File: src/rtl/instr_sequencer_if.sv
// Bus bundle between the host/processor side and the instruction sequencer.
// master: host and processor side (drives program, start, proc_result).
// slave:  the sequencer itself.
interface instr_sequencer_if #(
   parameter int AW = 4
);
   logic          prog_we;
   logic [AW-1:0] prog_addr;
   logic [19:0]   prog_data;
   logic [AW:0]   prog_len;
   logic          start;
   logic [19:0]   instruction;
   logic          op;
   logic [7:0]    proc_result;
   logic          res_valid;
   logic [7:0]    res_data;
   logic [AW-1:0] res_addr;
   logic          busy;
   logic          done;

   modport master (
      output prog_we, prog_addr, prog_data, prog_len, start, proc_result,
      input  instruction, op, res_valid, res_data, res_addr, busy, done
   );

   modport slave (
      input  prog_we, prog_addr, prog_data, prog_len, start, proc_result,
      output instruction, op, res_valid, res_data, res_addr, busy, done
   );
endinterface

File: src/rtl/instr_sequencer.sv
// Program-side driver for the 8-bit accumulator processor.
// Holds a small instruction store, issues each word with a one-cycle op
// strobe, waits a fixed number of cycles and captures the processor result
// tagged with the address of the instruction that produced it.
module instr_sequencer #(
   parameter int         DEPTH       = 16,
   parameter int         AW          = 4,
   parameter int         WAIT_CYCLES = 3,
   parameter logic [3:0] HALT_OP     = 4'hF
) (
   input logic               clk,
   input logic               reset,
   instr_sequencer_if.slave  bus
);

   localparam int            CW      = (WAIT_CYCLES < 2) ? 1 : $clog2(WAIT_CYCLES + 1);
   localparam logic [AW:0]   DEPTH_L = (AW + 1)'(DEPTH);
   localparam logic [CW-1:0] WAIT_L  = CW'(WAIT_CYCLES);
   localparam logic [CW-1:0] CNT_ONE = CW'(1);

   typedef enum logic [2:0] {
      S_IDLE,
      S_ISSUE,
      S_WAIT,
      S_CAPTURE,
      S_DONE
   } state_t;

   state_t        state;
   logic [19:0]   mem [DEPTH];
   logic [AW-1:0] pc;
   logic [AW:0]   len;
   logic [CW-1:0] cnt;

   logic [19:0]   cur_word;
   logic          cur_halt;
   logic          last_instr;
   logic [AW:0]   start_len;

   logic [19:0]   instruction_q;
   logic          op_q;
   logic          res_valid_q;
   logic [7:0]    res_data_q;
   logic [AW-1:0] res_addr_q;
   logic          busy_q;
   logic          done_q;

   assign bus.instruction = instruction_q;
   assign bus.op          = op_q;
   assign bus.res_valid   = res_valid_q;
   assign bus.res_data    = res_data_q;
   assign bus.res_addr    = res_addr_q;
   assign bus.busy        = busy_q;
   assign bus.done        = done_q;

   // Decode the word at pc, the end-of-program test and the saturated length.
   always_comb begin
      cur_word   = mem[pc];
      cur_halt   = (cur_word[19:16] == HALT_OP);
      last_instr = ({1'b0, pc} == (len - (AW + 1)'(1)));
      start_len  = (bus.prog_len > DEPTH_L) ? DEPTH_L : bus.prog_len;
   end

   // Instruction store: no reset so the program survives a reset; writable only while idle.
   always_ff @(posedge clk) begin
      if (bus.prog_we && (state == S_IDLE)) begin
         mem[bus.prog_addr] <= bus.prog_data;
      end
   end

   // Sequencer FSM with registered strobes and result capture.
   always_ff @(posedge clk or negedge reset) begin
      if (!reset) begin
         state         <= S_IDLE;
         pc            <= '0;
         len           <= '0;
         cnt           <= '0;
         instruction_q <= '0;
         op_q          <= 1'b0;
         res_valid_q   <= 1'b0;
         res_data_q    <= '0;
         res_addr_q    <= '0;
         busy_q        <= 1'b0;
         done_q        <= 1'b0;
      end else begin
         op_q        <= 1'b0;
         res_valid_q <= 1'b0;
         done_q      <= 1'b0;
         case (state)
            S_IDLE: begin
               if (bus.start) begin
                  len    <= start_len;
                  pc     <= '0;
                  busy_q <= 1'b1;
                  state  <= (bus.prog_len == '0) ? S_DONE : S_ISSUE;
               end
            end
            S_ISSUE: begin
               if (cur_halt) begin
                  state <= S_DONE;
               end else begin
                  instruction_q <= cur_word;
                  op_q          <= 1'b1;
                  cnt           <= WAIT_L;
                  state         <= S_WAIT;
               end
            end
            S_WAIT: begin
               cnt <= cnt - CNT_ONE;
               if (cnt == CNT_ONE) begin
                  state <= S_CAPTURE;
               end
            end
            S_CAPTURE: begin
               res_data_q  <= bus.proc_result;
               res_addr_q  <= pc;
               res_valid_q <= 1'b1;
               if (last_instr) begin
                  state <= S_DONE;
               end else begin
                  pc    <= pc + AW'(1);
                  state <= S_ISSUE;
               end
            end
            S_DONE: begin
               done_q <= 1'b1;
               busy_q <= 1'b0;
               state  <= S_IDLE;
            end
            default: begin
               state <= S_IDLE;
            end
         endcase
      end
   end

endmodule

File: src/flat_wrapper.sv
// flat-port wrapper written by rule: the top's interface ports become plain ports
module instr_sequencer_flat 
#(
   parameter int         DEPTH       = 16,
   parameter int         AW          = 4,
   parameter int         WAIT_CYCLES = 3,
   parameter logic [3:0] HALT_OP     = 4'hF
)
  (clk, reset, bus_prog_we, bus_prog_addr, bus_prog_data, bus_prog_len, bus_start, bus_proc_result, bus_instruction, bus_op, bus_res_valid, bus_res_data, bus_res_addr, bus_busy, bus_done);
  instr_sequencer_if #(.AW(AW)) bus_i ();
  input logic clk;
  input logic reset;
  input wire logic [$bits(bus_i.prog_we)-1:0] bus_prog_we;
  input wire logic [$bits(bus_i.prog_addr)-1:0] bus_prog_addr;
  input wire logic [$bits(bus_i.prog_data)-1:0] bus_prog_data;
  input wire logic [$bits(bus_i.prog_len)-1:0] bus_prog_len;
  input wire logic [$bits(bus_i.start)-1:0] bus_start;
  input wire logic [$bits(bus_i.proc_result)-1:0] bus_proc_result;
  output wire logic [$bits(bus_i.instruction)-1:0] bus_instruction;
  output wire logic [$bits(bus_i.op)-1:0] bus_op;
  output wire logic [$bits(bus_i.res_valid)-1:0] bus_res_valid;
  output wire logic [$bits(bus_i.res_data)-1:0] bus_res_data;
  output wire logic [$bits(bus_i.res_addr)-1:0] bus_res_addr;
  output wire logic [$bits(bus_i.busy)-1:0] bus_busy;
  output wire logic [$bits(bus_i.done)-1:0] bus_done;
  assign bus_i.prog_we = bus_prog_we;
  assign bus_i.prog_addr = bus_prog_addr;
  assign bus_i.prog_data = bus_prog_data;
  assign bus_i.prog_len = bus_prog_len;
  assign bus_i.start = bus_start;
  assign bus_i.proc_result = bus_proc_result;
  assign bus_instruction = bus_i.instruction;
  assign bus_op = bus_i.op;
  assign bus_res_valid = bus_i.res_valid;
  assign bus_res_data = bus_i.res_data;
  assign bus_res_addr = bus_i.res_addr;
  assign bus_busy = bus_i.busy;
  assign bus_done = bus_i.done;
  instr_sequencer #(.DEPTH(DEPTH), .AW(AW), .WAIT_CYCLES(WAIT_CYCLES), .HALT_OP(HALT_OP)) u_core (.clk(clk), .reset(reset), .bus(bus_i));
endmodule
File: config.mk
export PLATFORM = sky130hd
export DESIGN_NAME = instr_sequencer_flat
export DESIGN_NICKNAME = d
export VERILOG_FILES = /design/src/rtl/instr_sequencer_if.sv /design/src/rtl/instr_sequencer.sv /design/src/flat_wrapper.sv
export SDC_FILE = /design/constraint.sdc
export NUM_CORES = 1
export LEC_CHECK = 0
export ABC_CLOCK_PERIOD_IN_PS = 8100
export BUFFER_PORTS_ARGS = -buffer_cell sky130_fd_sc_hd__buf_4
export CAP_MARGIN = 20
export CORE_MARGIN = 2
export CORE_UTILIZATION = 56
export DETAILED_ROUTE_END_ITERATION = 8
export HOLD_SLACK_MARGIN = 0.05
export PLACE_DENSITY = 0.74
export SLEW_MARGIN = 10
export SYNTH_ARGS = -nofsm -noshare
export SYNTH_HDL_FRONTEND = slang
export SYNTH_SLANG_ARGS = --single-unit
File: constraint.sdc
create_clock -name clk -period 8.1 [get_ports clk]
set_input_delay 0 -clock clk [delete_from_list [all_inputs] [get_ports clk]]
set_output_delay 0 -clock clk [all_outputs]
set_load 0.005 [all_outputs]
==> summary.md, run 1 <==
| Metric | Value |
|---|---|
| Result of the run | `complete, no violations` |
| Number of cell rows | `58` |
| Top cells by instance count after synthesis | `320 x sky130_fd_sc_hd__edfxtp_1, 93 x sky130_fd_sc_hd__mux4_2, 53 x sky130_fd_sc_hd__nand2_1` |
| Wire length of the first global-routing pass | `between 40 and 50 mm` |
| Share of synthesized cell area in full adder, half adder and majority cells | `0.00261` |
| Required arrival time at the worst endpoint | `~8.5 ns` |
| Number of vias per cell | `6.09` |
| Max-Slew Margin vs Limit | `0.273` |
| Area Growth Syn to Fin | `16.8%` |
| Max IR drop VDD | `0.213 mV` |
| Avg Synthesized Cell Area | `21.4 sq um` |
| CP arrival | `3.93 ns` |
| Final WL | `29.8 mm` |
| Register area share after synthesis | `0.756` |
| Largest family of logic cells by synthesized area | `multiplexers` |
| Via count of the first global-routing pass | `7061` |
| Number of pins with negative max-slew slack in the final report | `0` |
| Number of synthesized flops with an enable pin | `320` |
| CTS Buffer Depth | `3` |
| GRT Util Overall | `0.231` |
| Area enclosed by the die boundary | `~0.027 sq mm` |
| Global Route met3 Usage | `0.0487` |
| Fin crit period | `3.53 ns` |
| Routing usage on met2 | `0.365` |
| Master cell of the clock root buffer | `sky130_fd_sc_hd__clkbuf_16` |
| Setup Viol. Count Final | `0` |
| Effective utilization at floorplan | `0.570` |
| Post-Syn Instances | `between 600 and 700` |
| Number of antenna violations at the first check in global routing | `0` |
| Number of post-CTS setup repair buffers | `0` |
| Number of levels in the clock H-tree | `2` |
| Chip height | `164 microns` |
| TritonCTS Buffers | `37` |
| Synth unique cells | `42` |
| Worst setup path endpoint | `u_core.bus.instruction[19]` |
| Fmax | `roughly 280 MHz` |
| WL/cell | `25.8 microns` |
| Post-CTS Hold Buffers | `38` |
| Number of maximum-capacitance constraint violations | `0` |
| Overall via count from detail_route | `7024` |
| Fin. Hold Viols | `0` |
| Multiplexer share of the synthesized area | `0.172` |
| CTS tree | `yes` |
| Maximum number of pins on one net before global-route repair | `76` |
| Class of the worst hold path | `primary input to asynchronous set/reset pin` |
| Number of clock sinks seen by CTS | `370` |
| Leading register cell type out of synthesis | `sky130_fd_sc_hd__edfxtp_1` |
| Detailed Routing Iterations Pass 1 | `4` |
| Worst R2R Setup Slack | `4.57 ns` |
| Util after Layout | `0.666` |
| Crit Path Category | `register to register` |
| Cell count of the worst reg-to-reg path | `7` |
| Antenna diode count | `0` |
| Critical path endpoint category | `register` |
| GRT overflow | `0` |
| Drt initial violations | `685` |
| Total negative setup slack | `0 ns` |
| Power density over cell area | `311 mW/mm^2` |
| Critical Path Start | `u_core.pc[1]` |
| Cell type with the largest total area after synthesis | `sky130_fd_sc_hd__edfxtp_1` |
| Worst skew pair latency | `0.52 ns` |
| Horizontal extent of the die | `164 microns` |
| Filler cell count | `1554` |
| Synth top area share | `0.669` |
| ANT nets after route | `0` |
| Area share of and/or/nand/nor cells after synthesis | `0.0344` |
| Net Count, Synth | `716` |
| P_leak | `0.00569 uW` |
| Share of the synthesized area in compound gates (AO/OA/AOI/OAI) | `0.0111` |
| Post-synthesis instance area | `approximately 0.014 sq mm` |
| Detailed-route DRC error count | `0` |
| Unrepaired setup endpoints after global routing | `no` |
| M1 GR Usage | `0.333` |
| Worst-path maximum fanout | `75` |
| Kind of start point of the critical path | `register` |
| Total number of nets in the final design | `844` |
| Port buffer count | `76` |
| Post-Synth XOR/XNOR Area | `0.00653` |
| Final weighted congestion in routability-driven placement | `0.806` |
| Share of layout cells above drive strength 1 | `0.324` |
| Slew at the pin closest to its max-slew limit | `1.09 ns` |
| Most repeated cell in the gate-level netlist after synthesis | `sky130_fd_sc_hd__edfxtp_1` |
| Count of instances resized after the clock tree is built | `0` |
| Flop and latch count out of synthesis | `370` |
| Clock transition time at the flip-flop clock pins of the worst setup and hold paths | `0.06 ns` |
| Number of warnings printed during yosys synthesis | `0` |
| Worst r2r dst | `u_core.bus.instruction[19]` |
| Most crowded layer after global routing | `met2` |
| Final clock period utilization by the worst path | `0.436` |
| Top area cells in the synthesized netlist | `sky130_fd_sc_hd__edfxtp_1 67%, sky130_fd_sc_hd__mux4_2 15%, sky130_fd_sc_hd__dfrtp_1 8.7%` |
| Post-DP HPWL | `15.4 mm` |
| Post-synthesis async set-or-reset flop share | `0.135` |
| Worst clock skew | `0.0179 ns` |
| Core ar. | `0.0252 sq mm` |
| I/O pin count | `77` |
| Reg-to-Reg Start | `u_core.pc[1]` |
-- layer usage --
metal,routed length [microns],share of wire,vias to the layer above
met5,0,0,-
met4,677,0.023,0
met3,2200,0.074,50
met2,14500,0.49,306
met1,12400,0.42,3679
li1,-,-,2989
-- cells by family (layout without fill, tap and decap cells) --
logic type	count (synthesis)	after routing
flops	370	370
mux	117	117
simple gates	109	109
buf+inv	41	193
compound gates	23	23
xor+xnor	9	9
fa+ha+maj	3	3
-- worst max-delay path, stage by stage (launching register included) --
cell,delay [ns]
sky130_fd_sc_hd__dfrtp_4,0.51
sky130_fd_sc_hd__buf_4,0.84
sky130_fd_sc_hd__mux4_1,0.41
sky130_fd_sc_hd__a22oi_1,0.22
sky130_fd_sc_hd__nand3_1,0.17
sky130_fd_sc_hd__a41oi_2,0.27
sky130_fd_sc_hd__and2b_4,0.55
sky130_fd_sc_hd__mux2_2,0.40
-- where the power goes --
| group | internal, uW | total [uW] | switching [uW] |
|---|---|---|---|
| Sequential | 2220 | 2370 | 153 |
| Combinational | 733 | 1290 | 552 |
| Clock | 901 | 1570 | 665 |
| Total | 3850 | 5220 | 1370 |
-- layout by cell type, fill, tap and decap left out, types with 12 or more instances in the layout --
master / Yosys / final
sky130_fd_sc_hd__buf_4: 2 / 84
sky130_fd_sc_hd__clkbuf_1: 17 / 13
sky130_fd_sc_hd__clkbuf_16: 0 / 37
sky130_fd_sc_hd__dfrtp_1: 50 / 48
sky130_fd_sc_hd__dlygate4sd3_1: 0 / 38
sky130_fd_sc_hd__edfxtp_1: 320 / 320
sky130_fd_sc_hd__mux2_4: 18 / 18
sky130_fd_sc_hd__mux4_2: 93 / 93
sky130_fd_sc_hd__nand2_1: 53 / 53
sky130_fd_sc_hd__nor2_4: 0 / 12
-- final cells by class --
cell class | count | area [sq um] | area share
sequential | 370 | 10900 | 0.648
inverter | 8 | 30.0 | 0.00179
multi-input combinational | 261 | 3370 | 0.201
tap | 330 | 413 | 0.0246
timing repair buffer | 122 | 1010 | 0.0602
clock inverter | 10 | 73.8 | 0.00440
clock buffer | 53 | 1020 | 0.0605
-- through the flow --
step           instances  total power (uW)  cell area, sq um  hold slack, ns  worst slack (ns)
2_1_floorplan        672              3350             14400          -0.296              4.87
5_1_grt             1154              5450             16800           0.146              4.43
6_report            1154              5220             16800          0.0832              4.57
4_1_cts             1154              5260             16800           0.105              4.55
3_3_place_gp        1053              3650             15300           0.102              4.56
3_5_place_dp        1053              3690             15300           0.107              4.58
-- how the worst min path moves through the flow --
stage / start / endpoint / cells after the start
global placement: reset / u_core.pc[2] / 1
CTS: reset / u_core.bus.done / 2
floorplan: reset / u_core.bus.busy / 0
global route: reset / u_core.bus.done / 2
detailed placement: reset / u_core.bus.done / 1
finish: reset / u_core.state[2] / 2
-- registers in the layout, summed over array words and instances, names as in the netlist --
signal / flops
u_core.cnt: 2
u_core.bus.res_data: 8
u_core.state: 3
u_core.bus.instruction: 20
u_core.pc: 4
u_core.bus.op: 1
u_core.bus.busy: 1
u_core.mem: 320
u_core.bus.res_addr: 4
u_core.bus.res_valid: 1
u_core.len: 5
u_core.bus.done: 1
Power figures use the tool's default switching activity.
==> run 2: changes to the inputs <==
--- a/config.mk
+++ b/config.mk
@@ -5,14 +5,15 @@
 export SDC_FILE = /design/constraint.sdc
 export NUM_CORES = 1
 export LEC_CHECK = 0
-export ABC_CLOCK_PERIOD_IN_PS = 8100
+export ABC_AREA = 1
+export ABC_CLOCK_PERIOD_IN_PS = 3000
 export BUFFER_PORTS_ARGS = -buffer_cell sky130_fd_sc_hd__buf_4
 export CAP_MARGIN = 20
 export CORE_MARGIN = 2
-export CORE_UTILIZATION = 56
+export CORE_UTILIZATION = 55
 export DETAILED_ROUTE_END_ITERATION = 8
 export HOLD_SLACK_MARGIN = 0.05
-export PLACE_DENSITY = 0.74
+export PLACE_DENSITY = 0.76
 export SLEW_MARGIN = 10
 export SYNTH_ARGS = -nofsm -noshare
 export SYNTH_HDL_FRONTEND = slang
==> constraint.sdc (replaced) <==
create_clock -name clk -period 3 [get_ports clk]
set_input_delay 0 -clock clk [delete_from_list [all_inputs] [get_ports clk]]
set_output_delay 0 -clock clk [all_outputs]
set_load 0.005 [all_outputs]
==> summary.md, run 2 <==
| Metric | Value |
|---|---|
| Post-synthesis async set-or-reset flop share | `0.135` |
| Avg Synthesized Cell Area | `12.5 sq um` |
| Result of the run | `complete, no violations` |
| Count of instances resized after the clock tree is built | `0` |
| Register area share after synthesis | `0.732` |
| Net Count, Synth | `~1200` |
| Power density over cell area | `815 mW/mm^2` |
| Via count of the first global-routing pass | `9684` |
| Crit. path cell count | `7` |
| Post-DP HPWL | `19.7 mm` |
| Final clock period utilization by the worst path | `0.919` |
| Antenna diode count | `0` |
| Setup Viol. Count Final | `0` |
| Leading cell type in the layout, fill and taps excluded | `sky130_fd_sc_hd__edfxtp_1` |
| GRT overflow | `0` |
| Peak per-stage delay on the critical path | `0.58 ns` |
| Largest Register | `u_core.mem` |
| Required arrival time at the worst endpoint | `around 3.5 ns` |
| Chip height | `168 microns` |
| Final WL | `between 30 and 40 mm` |
| Number of clock sinks seen by CTS | `370` |
| Area Growth Syn to Fin | `18.4%` |
| Top area cells in the synthesized netlist | `sky130_fd_sc_hd__edfxtp_1 65%, sky130_fd_sc_hd__dfrtp_1 8.4%, sky130_fd_sc_hd__nand2_1 5.4%` |
| Number of cell rows | `60` |
| Slew at the pin closest to its max-slew limit | `between 0.8 and 0.9 ns` |
| Cell type with the largest total area after synthesis | `sky130_fd_sc_hd__edfxtp_1` |
| Kind of cell adding the most delay to the critical path | `buffers and inverters` |
| Unrepaired setup endpoints after global routing | `no` |
| Drt initial violations | `1218` |
| Number of pins with negative max-slew slack in the final report | `0` |
| Cell at the slowest stage of the critical path | `sky130_fd_sc_hd__dlygate4sd3_1` |
| Critical path endpoint category | `register` |
| Total negative setup slack | `0 ns` |
| Cell count of the worst reg-to-reg path | `7` |
| Clock transition time at the flip-flop clock pins of the worst setup and hold paths | `approximately 0.060 ns` |
| CP arrival | `3.22 ns` |
| Worst skew pair latency | `0.53 ns` |
| Area enclosed by the die boundary | `0.0283 sq mm` |
| Synth top area share | `0.647` |
| Max-Slew Margin vs Limit | `0.444` |
| Horizontal extent of the die | `168 microns` |
| Critical Path Start | `u_core.state[2]` |
| Worst-path maximum fanout | `5` |
| Final weighted congestion in routability-driven placement | `0.827` |
| WP buf/inv | `2` |
| CTS Buffer Depth | `3` |
| Detailed Routing Iterations Pass 1 | `6` |
| Worst r2r dst | `u_core.len[0]` |
| Synth unique cells | `37` |
| Class of the worst hold path | `primary input to asynchronous set/reset pin` |
| Core ar. | `about 0.027 sq mm` |
| Most repeated cell in the gate-level netlist after synthesis | `sky130_fd_sc_hd__edfxtp_1` |
| Worst setup path endpoint | `u_core.len[0]` |
| Worst R2R Setup Slack | `0.24 ns` |
| Master cell of the clock root buffer | `sky130_fd_sc_hd__clkbuf_16` |
| Fin crit period | `2.76 ns` |
| Total number of nets in the final design | `1370` |
| Reg-to-Reg Start | `u_core.state[2]` |
| Maximum number of pins on one net before global-route repair | `84` |
| CTS tree | `yes` |
| Wire length of the first global-routing pass | `54.9 mm` |
| Kind of start point of the critical path | `register` |
| Number of maximum-capacitance constraint violations | `0` |
| Filler cell count | `1891` |
| Crit Path Category | `register to register` |
| Effective utilization at floorplan | `0.555` |
| Area taken by flip-flops and latches | `0.0109 sq mm` |
| I/O pin count | `77` |
| Multi-input combinational cell area | `approximately 0.0034 sq mm` |
| Detailed-route DRC error count | `0` |
| Flop and latch count out of synthesis | `370` |
| Share of layout cells above drive strength 1 | `0.163` |
| Overall via count from detail_route | `roughly 10000` |
| Top cells by instance count after synthesis | `320 x sky130_fd_sc_hd__edfxtp_1, 212 x sky130_fd_sc_hd__nand2_1, 162 x sky130_fd_sc_hd__nor2_1` |
| Final worst hold slack | `0.0945 ns` |
| ANT nets after route | `0` |
| Flip-flop count of the largest register, all copies and words added | `320` |
| Post-CTS Hold Buffers | `45` |
| Number of vias per cell | `just under 6` |
| P_leak | `about 0.0066 uW` |
| Worst clock skew | `roughly 0.014 ns` |
| Leading register cell type out of synthesis | `sky130_fd_sc_hd__edfxtp_1` |
| Max IR drop VDD | `0.500 mV` |
| Number of antenna violations at the first check in global routing | `0` |
| Fmax | `363 MHz` |
| TritonCTS Buffers | `38` |
| Port buffer count | `between 70 and 80` |
| Crit-path cells | `nor3_1, nand2_1, nor2_1, nand2_1, dlygate4sd3_1, o21ai_0, dlygate4sd3_1` |
| Number of warnings printed during yosys synthesis | `0` |
| Post-synthesis instance area | `roughly 0.015 sq mm` |
| Most frequent cells in the layout | `320 x sky130_fd_sc_hd__edfxtp_1, 212 x sky130_fd_sc_hd__nand2_1, 146 x sky130_fd_sc_hd__nor2_1` |
| Number of levels in the clock H-tree | `2` |
| Post-Syn Instances | `1192` |
| Fin. Hold Viols | `0` |
| WL/cell | `about 21 microns` |
| Number of synthesized flops with an enable pin | `320` |
| Number of post-CTS setup repair buffers | `0` |
| GRT Util Overall | `0.256` |
[run 2: logic make-up after synthesis]
family | Yosys count | synth area share
flip-flops | 370 | 0.732
XOR/XNOR | 3 | 0.00177
adder cells (fa/ha/maj) | 3 | 0.00253
AND/OR/NAND/NOR | 455 | 0.124
AO/OA/AOI/OAI | 237 | 0.0982
buffers and inverters | 124 | 0.0418
[run 2: routing by layer]
metal / track usage / share of wire
met1: 0.353 / 0.40
met2: 0.418 / 0.47
met3: 0.0418 / 0.095
met4: 0.0918 / 0.031
met5: 0 / 0
[run 2: worst reg2reg max path: cells and delay by family, from the launching register on]
| family | cells | cell delay, ns |
|---|---|---|
| buffers and inverters | 2 | 1.15 |
| and+or+nand+nor | 4 | 1.03 |
| DFF | 1 | 0.43 |
| AOI/OAI and AO/OA | 1 | 0.08 |
[run 2: stage by stage]
stage | total power [uW] | instances | util | setup WS, ns | instance area, sq um
2_1_floorplan | 8460 | 1192 | - | 0.593 | 14800
3_3_place_gp | 9340 | 1582 | 0.592 | 0.581 | 15800
3_5_place_dp | 9470 | 1582 | 0.592 | 0.483 | 15800
4_1_cts | 14400 | 1696 | 0.658 | 0.361 | 17600
5_1_grt | 15000 | 1696 | 0.658 | 0.0817 | 17600
6_report | 14300 | 1696 | 0.658 | 0.242 | 17600
[run 2: worst min path at each step]
stage | slack, ns | depth (start not counted) | to | startpoint
after floorplan | -0.30 | 0 | u_core.bus.busy | reset
after global placement | 0.09 | 1 | u_core.len[4] | reset
after detailed placement | 0.09 | 1 | u_core.bus.busy | reset
after CTS | 0.08 | 2 | u_core.bus.res_data[0] | reset
after global routing | 0.12 | 3 | u_core.mem[13][18] | bus_prog_addr[3]
final | 0.09 | 2 | u_core.len[4] | reset
[run 2: final cells by class]
type / instances / share of cell area
Inverter: 51 / 0.0112
Tap cell: 341 / 0.0243
Multi-Input combinational cell: 698 / 0.194
Clock buffer: 60 / 0.0661
Sequential cell: 370 / 0.618
Clock inverter: 9 / 0.00833
Timing Repair Buffer: 167 / 0.0784
[run 2: where the power goes]
part,switching (uW),internal [uW],total [uW],leakage (uW)
Combinational,2100,1160,3260,0.00241
Sequential,297,5960,6260,0.00351
Clock,1880,2940,4820,0.000644
